$ cat src/rtl/seg7_pkg.sv
// -----------------------------------------------------------------------------
// seg7_pkg
// Shared definitions for the seven-segment scan decoder and the matching
// encoder: the active-low segment table for hex 0..F, the active-low anode
// select codes, and the scan-state encoding.
// Segment patterns are written exactly as they appear on seg[6:0].
// -----------------------------------------------------------------------------
package seg7_pkg;

  typedef enum logic {
    StScan  = 1'b0,
    StBlank = 1'b1
  } scan_state_e;

  localparam logic [3:0] AnodeBlank  = 4'b1111;
  localparam logic [3:0] AnodeDigit0 = 4'b0111;
  localparam logic [3:0] AnodeDigit1 = 4'b1011;
  localparam logic [3:0] AnodeDigit2 = 4'b1101;
  localparam logic [3:0] AnodeDigit3 = 4'b1110;

  localparam logic [6:0] SegOff = 7'b1111111;

  // Entry i is the pattern that decodes to hex value i.
  localparam logic [15:0][6:0] SegPatterns = {
    7'b0111000,  // F
    7'b0110000,  // E
    7'b1000010,  // D
    7'b0110001,  // C
    7'b1100000,  // B
    7'b0001000,  // A
    7'b0000100,  // 9
    7'b0000000,  // 8
    7'b0001111,  // 7
    7'b0100000,  // 6
    7'b0100100,  // 5
    7'b1001100,  // 4
    7'b0000110,  // 3
    7'b0010010,  // 2
    7'b1001111,  // 1
    7'b0000001   // 0
  };

  // True only for the four legal single-digit selects.
  function automatic logic anode_is_digit(input logic [3:0] anode);
    return (anode == AnodeDigit0) || (anode == AnodeDigit1) ||
           (anode == AnodeDigit2) || (anode == AnodeDigit3);
  endfunction

  // Digit index for a legal select; callers qualify with anode_is_digit.
  function automatic logic [1:0] anode_to_digit(input logic [3:0] anode);
    logic [1:0] digit;
    case (anode)
      AnodeDigit1: digit = 2'd1;
      AnodeDigit2: digit = 2'd2;
      AnodeDigit3: digit = 2'd3;
      default:     digit = 2'd0;
    endcase
    return digit;
  endfunction

endpackage

$ cat src/rtl/seg7_pattern_decode.sv
// -----------------------------------------------------------------------------
// seg7_pattern_decode
// Combinational lookup from an active-low segment pattern to its hex value.
// Ports:
//   i_pattern  [6:0]  active-low segment pattern
//   o_hex      [3:0]  decoded value, 0 when the pattern is not recognised
//   o_invalid         1 when the pattern matches no table entry
// -----------------------------------------------------------------------------
module seg7_pattern_decode
  import seg7_pkg::*;
(
  input  logic [6:0] i_pattern,
  output logic [3:0] o_hex,
  output logic       o_invalid
);

  always_comb begin
    o_hex     = 4'h0;
    o_invalid = 1'b1;
    for (int i = 0; i < 16; i++) begin
      if (i_pattern == SegPatterns[i]) begin
        o_hex     = 4'(i);
        o_invalid = 1'b0;
      end
    end
  end

endmodule

$ cat src/rtl/seg7_scan_decoder.sv
// -----------------------------------------------------------------------------
// seg7_scan_decoder
// Snoops a multiplexed four-digit seven-segment display bus and rebuilds the
// displayed 16-bit hex value. A digit is captured once its select and pattern
// have been steady for STABLE_CYCLES registered samples; a frame is published
// when all four digits have been captured. A long all-blank period discards a
// partially gathered frame.
// Parameters:
//   STABLE_CYCLES  identical samples needed before a capture (2..255)
//   BLANK_TIMEOUT  consecutive blank samples that discard a partial frame
// Ports:
//   clk           clock, rising edge
//   reset         synchronous, active-high
//   anode  [3:0]  active-low digit select (0111 = digit 0 .. 1110 = digit 3)
//   seg    [6:0]  active-low segment pattern
//   value  [15:0] last complete frame, digit 0 in [15:12]
//   frame_valid   one-cycle pulse when value updates
//   frame_err     set with value when any digit of that frame was unrecognised
//   digit_strobe  one-cycle pulse on every digit capture
// -----------------------------------------------------------------------------
module seg7_scan_decoder
  import seg7_pkg::*;
#(
  parameter int unsigned STABLE_CYCLES = 4,
  parameter int unsigned BLANK_TIMEOUT = 1024
) (
  input  logic        clk,
  input  logic        reset,
  input  logic [3:0]  anode,
  input  logic [6:0]  seg,
  output logic [15:0] value,
  output logic        frame_valid,
  output logic        frame_err,
  output logic        digit_strobe
);

  localparam int unsigned BlankW = $clog2(BLANK_TIMEOUT + 1);

  // Input stage and the sample before it, for the stability compare.
  logic [3:0]            r_anode;
  logic [6:0]            r_seg;
  logic [3:0]            r_prev_anode;
  logic [6:0]            r_prev_seg;

  logic [7:0]            r_stab_cnt;
  logic [BlankW-1:0]     r_blank_cnt;
  scan_state_e           r_state;

  // Partial frame being gathered.
  logic [3:0]            r_seen;
  logic [3:0][3:0]       r_shadow;
  logic                  r_shadow_err;

  logic [15:0]           r_value;
  logic                  r_frame_valid;
  logic                  r_frame_err;
  logic                  r_digit_strobe;

  logic                  w_onehot;
  logic                  w_blank;
  logic                  w_same;
  logic                  w_capture;
  logic                  w_frame_done;
  logic                  w_timeout;
  logic [1:0]            w_digit;
  logic [3:0]            w_hex;
  logic                  w_invalid;
  logic [3:0]            w_seen_next;
  logic [3:0][3:0]       w_shadow_next;

  seg7_pattern_decode u_decode (
    .i_pattern (r_seg),
    .o_hex     (w_hex),
    .o_invalid (w_invalid)
  );

  assign w_onehot = anode_is_digit(r_anode);
  assign w_blank  = (r_anode == AnodeBlank);
  assign w_same   = ({r_anode, r_seg} == {r_prev_anode, r_prev_seg});
  assign w_digit  = anode_to_digit(r_anode);

  // The counter holds STABLE_CYCLES-1 on exactly one edge per steady run, so
  // this fires once and the saturated counter suppresses any repeat.
  assign w_capture    = w_onehot && w_same && (r_stab_cnt == 8'(STABLE_CYCLES - 1));
  assign w_seen_next  = r_seen | (4'b0001 << w_digit);
  assign w_frame_done = w_capture && (w_seen_next == 4'hF);
  assign w_timeout    = w_blank && (r_blank_cnt == BlankW'(BLANK_TIMEOUT - 1));

  always_comb begin
    w_shadow_next          = r_shadow;
    w_shadow_next[w_digit] = w_hex;
  end

  always_ff @(posedge clk) begin
    if (reset) begin
      r_anode        <= AnodeBlank;
      r_seg          <= SegOff;
      r_prev_anode   <= AnodeBlank;
      r_prev_seg     <= SegOff;
      r_stab_cnt     <= '0;
      r_blank_cnt    <= '0;
      r_state        <= StBlank;
      r_seen         <= '0;
      r_shadow       <= '0;
      r_shadow_err   <= 1'b0;
      r_value        <= '0;
      r_frame_valid  <= 1'b0;
      r_frame_err    <= 1'b0;
      r_digit_strobe <= 1'b0;
    end else begin
      r_anode      <= anode;
      r_seg        <= seg;
      r_prev_anode <= r_anode;
      r_prev_seg   <= r_seg;

      if (!w_onehot || !w_same) begin
        r_stab_cnt <= 8'd1;
      end else if (r_stab_cnt != 8'(STABLE_CYCLES)) begin
        r_stab_cnt <= r_stab_cnt + 8'd1;
      end

      r_digit_strobe <= w_capture;
      r_frame_valid  <= w_frame_done;

      // Capture and timeout are exclusive: one needs a digit select, the
      // other a blank one.
      if (w_capture) begin
        r_shadow <= w_shadow_next;
        if (w_frame_done) begin
          r_value      <= {w_shadow_next[0], w_shadow_next[1],
                           w_shadow_next[2], w_shadow_next[3]};
          r_frame_err  <= r_shadow_err | w_invalid;
          r_seen       <= '0;
          r_shadow_err <= 1'b0;
        end else begin
          r_seen       <= w_seen_next;
          r_shadow_err <= r_shadow_err | w_invalid;
        end
      end else if (w_timeout) begin
        r_seen       <= '0;
        r_shadow_err <= 1'b0;
      end

      // Counts consecutive blank samples; every blank sample is (or moves the
      // FSM into) BLANK, so the count is only ever live in that state.
      if (w_blank) begin
        if (r_blank_cnt != BlankW'(BLANK_TIMEOUT)) begin
          r_blank_cnt <= r_blank_cnt + BlankW'(1);
        end
      end else begin
        r_blank_cnt <= '0;
      end

      // Multi-hot samples match neither branch and leave the state alone.
      unique case (r_state)
        StScan:  if (w_blank)  r_state <= StBlank;
        StBlank: if (w_onehot) r_state <= StScan;
      endcase
    end
  end

  assign value        = r_value;
  assign frame_valid  = r_frame_valid;
  assign frame_err    = r_frame_err;
  assign digit_strobe = r_digit_strobe;

endmodule

$ cat config.mk
export PLATFORM = sky130hd
export DESIGN_NAME = seg7_scan_decoder
export DESIGN_NICKNAME = d
export VERILOG_FILES = /design/src/rtl/seg7_pkg.sv /design/src/rtl/seg7_pattern_decode.sv /design/src/rtl/seg7_scan_decoder.sv
export SDC_FILE = /design/constraint.sdc
export NUM_CORES = 1
export LEC_CHECK = 0
export CORE_MARGIN = 5
export CORE_UTILIZATION = 58
export DETAILED_ROUTE_END_ITERATION = 10
export PLACE_DENSITY = 0.86
export SYNTH_ARGS = -nofsm -noshare
export SYNTH_HDL_FRONTEND = slang
export SYNTH_HIERARCHICAL = 1
export SYNTH_SLANG_ARGS = --single-unit
$ cat constraint.sdc
create_clock -name clk -period 2.7 [get_ports clk]
set_clock_uncertainty 0.05 [all_clocks]
set_input_delay 0.54 -clock clk [delete_from_list [all_inputs] [get_ports clk]]
set_output_delay 0.54 -clock clk [all_outputs]
set_load 0.03 [all_outputs]
==> results.toml <==
[sta]
slew_headroom = 0.599
finalSetupViolations = 0
hold_slack_ps = 417
period_needed_ps = 2480
rsz0062_at_grt = "no"
tightest_slew_ps = 601
drv_slew = 0
finalCritPeriodShare = 0.917
clock.fmax_mhz = 404
fin_setup_tns_ps = 0
hold_viol_final = 0

[die]
fp.dieW_um = 92.6
dieArea_um2 = 8570
rows = 30
start_util = 0.588
die_h_um = 92.6
core_um2 = 6720
pin_count = 32

[cts]
cts_setup_buffers = 0
clock_sinks = 81
root_buffer = "clkbuf_8"
htree_num_levels = 3
clk_latency_ps = 350
cts_tree = "built"
path_clk_slew_ps = 80
cts_made_buffers = 9
cts_buffer_depth = 2
hold_buffers = 0

[routing]
drtIter0Drc = 215
drc = 0
vias = 3273
post_drt_wl_per_cell_um = 15.9
vias_per_cell = 6.11
ant_nets = 0
drt_wl_total_um = 8540
dr.pass1.iters = 5

[global_routing]
grt_pass1_wl_um = 14300
grt.overflow.total = 0
antenna_found_initial = 0
track_usage = 0.206
grt_pass1_vias = 3078
grt_max_degree = 47

[power_and_ir_drop]
p_leak_nw = 1.54
internal_power_mw = 1.74
powerDensity_nw_per_um2 = 506
switching_share = 0.235
comb_power_share = 0.070
pwr-share-clk = 0.382
p_sw_mw = 0.535
seq_power_share = 0.547
peakVddDrop_v = 0.000318

[synthesis]
netlist_area_um2 = 3950
yosys.area.top_type = "dfxtp_1"
synthArstFlopShare = 0
ys_seq_area_frac = 0.410
ys_seq_elements = 81
synth_edf_count = 0
synth_commonest_cells = "81 x dfxtp_1, 32 x nor2_1, 25 x nand2_1, 21 x or2_2, 20 x mux2i_1"
yosysTopAreaCellShare = 0.410
synth.avg_cell_area_um2 = 9.15
synth_area_leaders = "dfxtp_1 41%, mux2i_1 5.1%, xnor2_1 4.2%, or2_2 3.3%, nor2_1 3.0%"
synth_cells = 432
synth_warnings = 6
ys.flop_type = "dfxtp_1"
yosysUniqueCellTypes = 59
yosysMostFrequentCell = "dfxtp_1"
synth_nets = 449

[place]
detailed_place_hpwl_um = 5850
portBuffers = 31
gp_congestion = 0.925

[worst_setup_path]
required_ps = 2950
path_max_fanout = 15
worst_setup_path_end_kind = "register"
r2r_slack_ps = 220
critical_path_class = "register to register"
worst_setup_path_start_kind = "register"
worstPathArrival_ps = 2730

[final_layout]
drive_gt1_frac = 0.145
multi_input_area_um2 = 2120
n_antenna_cell = 0
regArea_um2 = 1620
fillers = 533
synthToLayoutAreaGrowth_pct = 13.5
num-nets-final = 468

[job]
cap_violations = 0

[status]
status = "finished, final reports clean"

[worst_hold_path]
hp-class = "register to register"
-- kinds of logic (layout without fill, tap and decap cells) --
kind of cell | count (synthesis) | in the layout | share of synthesized area
and+or+nand+nor | 168 | 168 | 0.251
AOI/OAI and AO/OA | 82 | 82 | 0.151
DFF | 81 | 81 | 0.410
buffers and inverters | 46 | 70 | 0.0554
xor gates and xnor gates | 30 | 30 | 0.0665
muxes | 21 | 21 | 0.0535
adders and majority gates | 4 | 4 | 0.0127
-- path summary, 6_finish.rpt --
kind / from / end / depth (start not counted)
hold reg to reg: value[14] / value[14] / 2
hold / removal: value[14] / value[14] / 2
setup reg to reg: r_seg[3] / r_shadow[14] / 7
setup / recovery: r_seg[3] / r_shadow[14] / 7
-- worst max-delay path, stage by stage, from the launching register on --
cell and delay (ps):
dfxtp_1 640, nand2_1 170, or3_1 370, a21oi_1 250, or2_1 320, nand2_1 150
nor4_1 290, a31o_2 160
-- sequential cells by signal (all words and copies together), names as in the netlist --
name,count
digit_strobe,1
r_prev_seg,7
frame_valid,1
value,16
r_shadow,16
r_blank_cnt,11
r_prev_anode,4
r_seen,4
frame_err,1
r_anode,4
r_stab_cnt,8
r_shadow_err,1
r_seg,7
-- per-stage QoR --
stage / cell area (µm²) / utilization / cells / setup WS [ps] / power [mW]
after floorplan: 3950 / - / 432 / 481 / 1.38
after global placement: 4290 / 0.639 / 520 / 391 / 1.42
after detailed placement: 4290 / 0.639 / 520 / 279 / 1.43
after CTS: 4480 / 0.667 / 536 / 158 / 2.28
after global routing: 4490 / 0.668 / 536 / 49.7 / 2.36
final: 4490 / 0.668 / 536 / 225 / 2.27
-- power by group through the flow --
| stage | sequential [mW] | combinational [mW] | clock, mW |
|---|---|---|---|
| global route | 1.25 | 0.175 | 0.941 |
| global placement | 1.27 | 0.152 | 0 |
| floorplan | 1.25 | 0.133 | 0 |
| finish | 1.24 | 0.160 | 0.869 |
| detailed placement | 1.27 | 0.157 | 0 |
| CTS | 1.24 | 0.159 | 0.882 |
-- cell usage in the layout, fill, tap and decap left out, types with 4 or more instances in the layout --
master / n
dfxtp_1: 81
nor2_1: 32
clkdlybuf4s50_1: 31
nand2_1: 25
or2_2: 21
mux2i_1: 20
xnor2_1: 19
nand3_1: 17
a21oi_1: 15
nand4_1: 13
o211ai_1: 13
o41ai_1: 12
buf_4: 12
o21ai_0: 11
xor2_1: 11
inv_1: 10
nor4_1: 10
clkbuf_8: 10
a31o_2: 8
or4_1: 7
or3_1: 6
and4b_1: 4
nor3_1: 4
ha_1: 4
-- metal layers --
metal / track usage / wire length [µm] / vias to the layer above / share of wire
li1: - / - / 1612 / -
met1: 0.262 / 3870 / 1561 / 0.45
met2: 0.337 / 4080 / 84 / 0.48
met3: 0.0406 / 423 / 16 / 0.050
met4: 0.0941 / 160 / 0 / 0.019
met5: 0 / 0 / - / 0
-- timing repair --
| action | 4_1_cts | 5_1_grt |
|---|---|---|
| hold endpoints to repair | 0 | 0 |
| setup endpoints to repair | 0 | 2 |
| resized for setup | 0 | 1 |
-- final cells by class --
type,count,share of cell area
timing repair buffer,44,0.0936
tap,80,0.0223
clock inverter,3,0.00892
multi-input combinational,305,0.472
sequential,81,0.361
clock buffer,13,0.0332
inverter,10,0.00836
No activity file was read; power rests on OpenSTA's default activity.
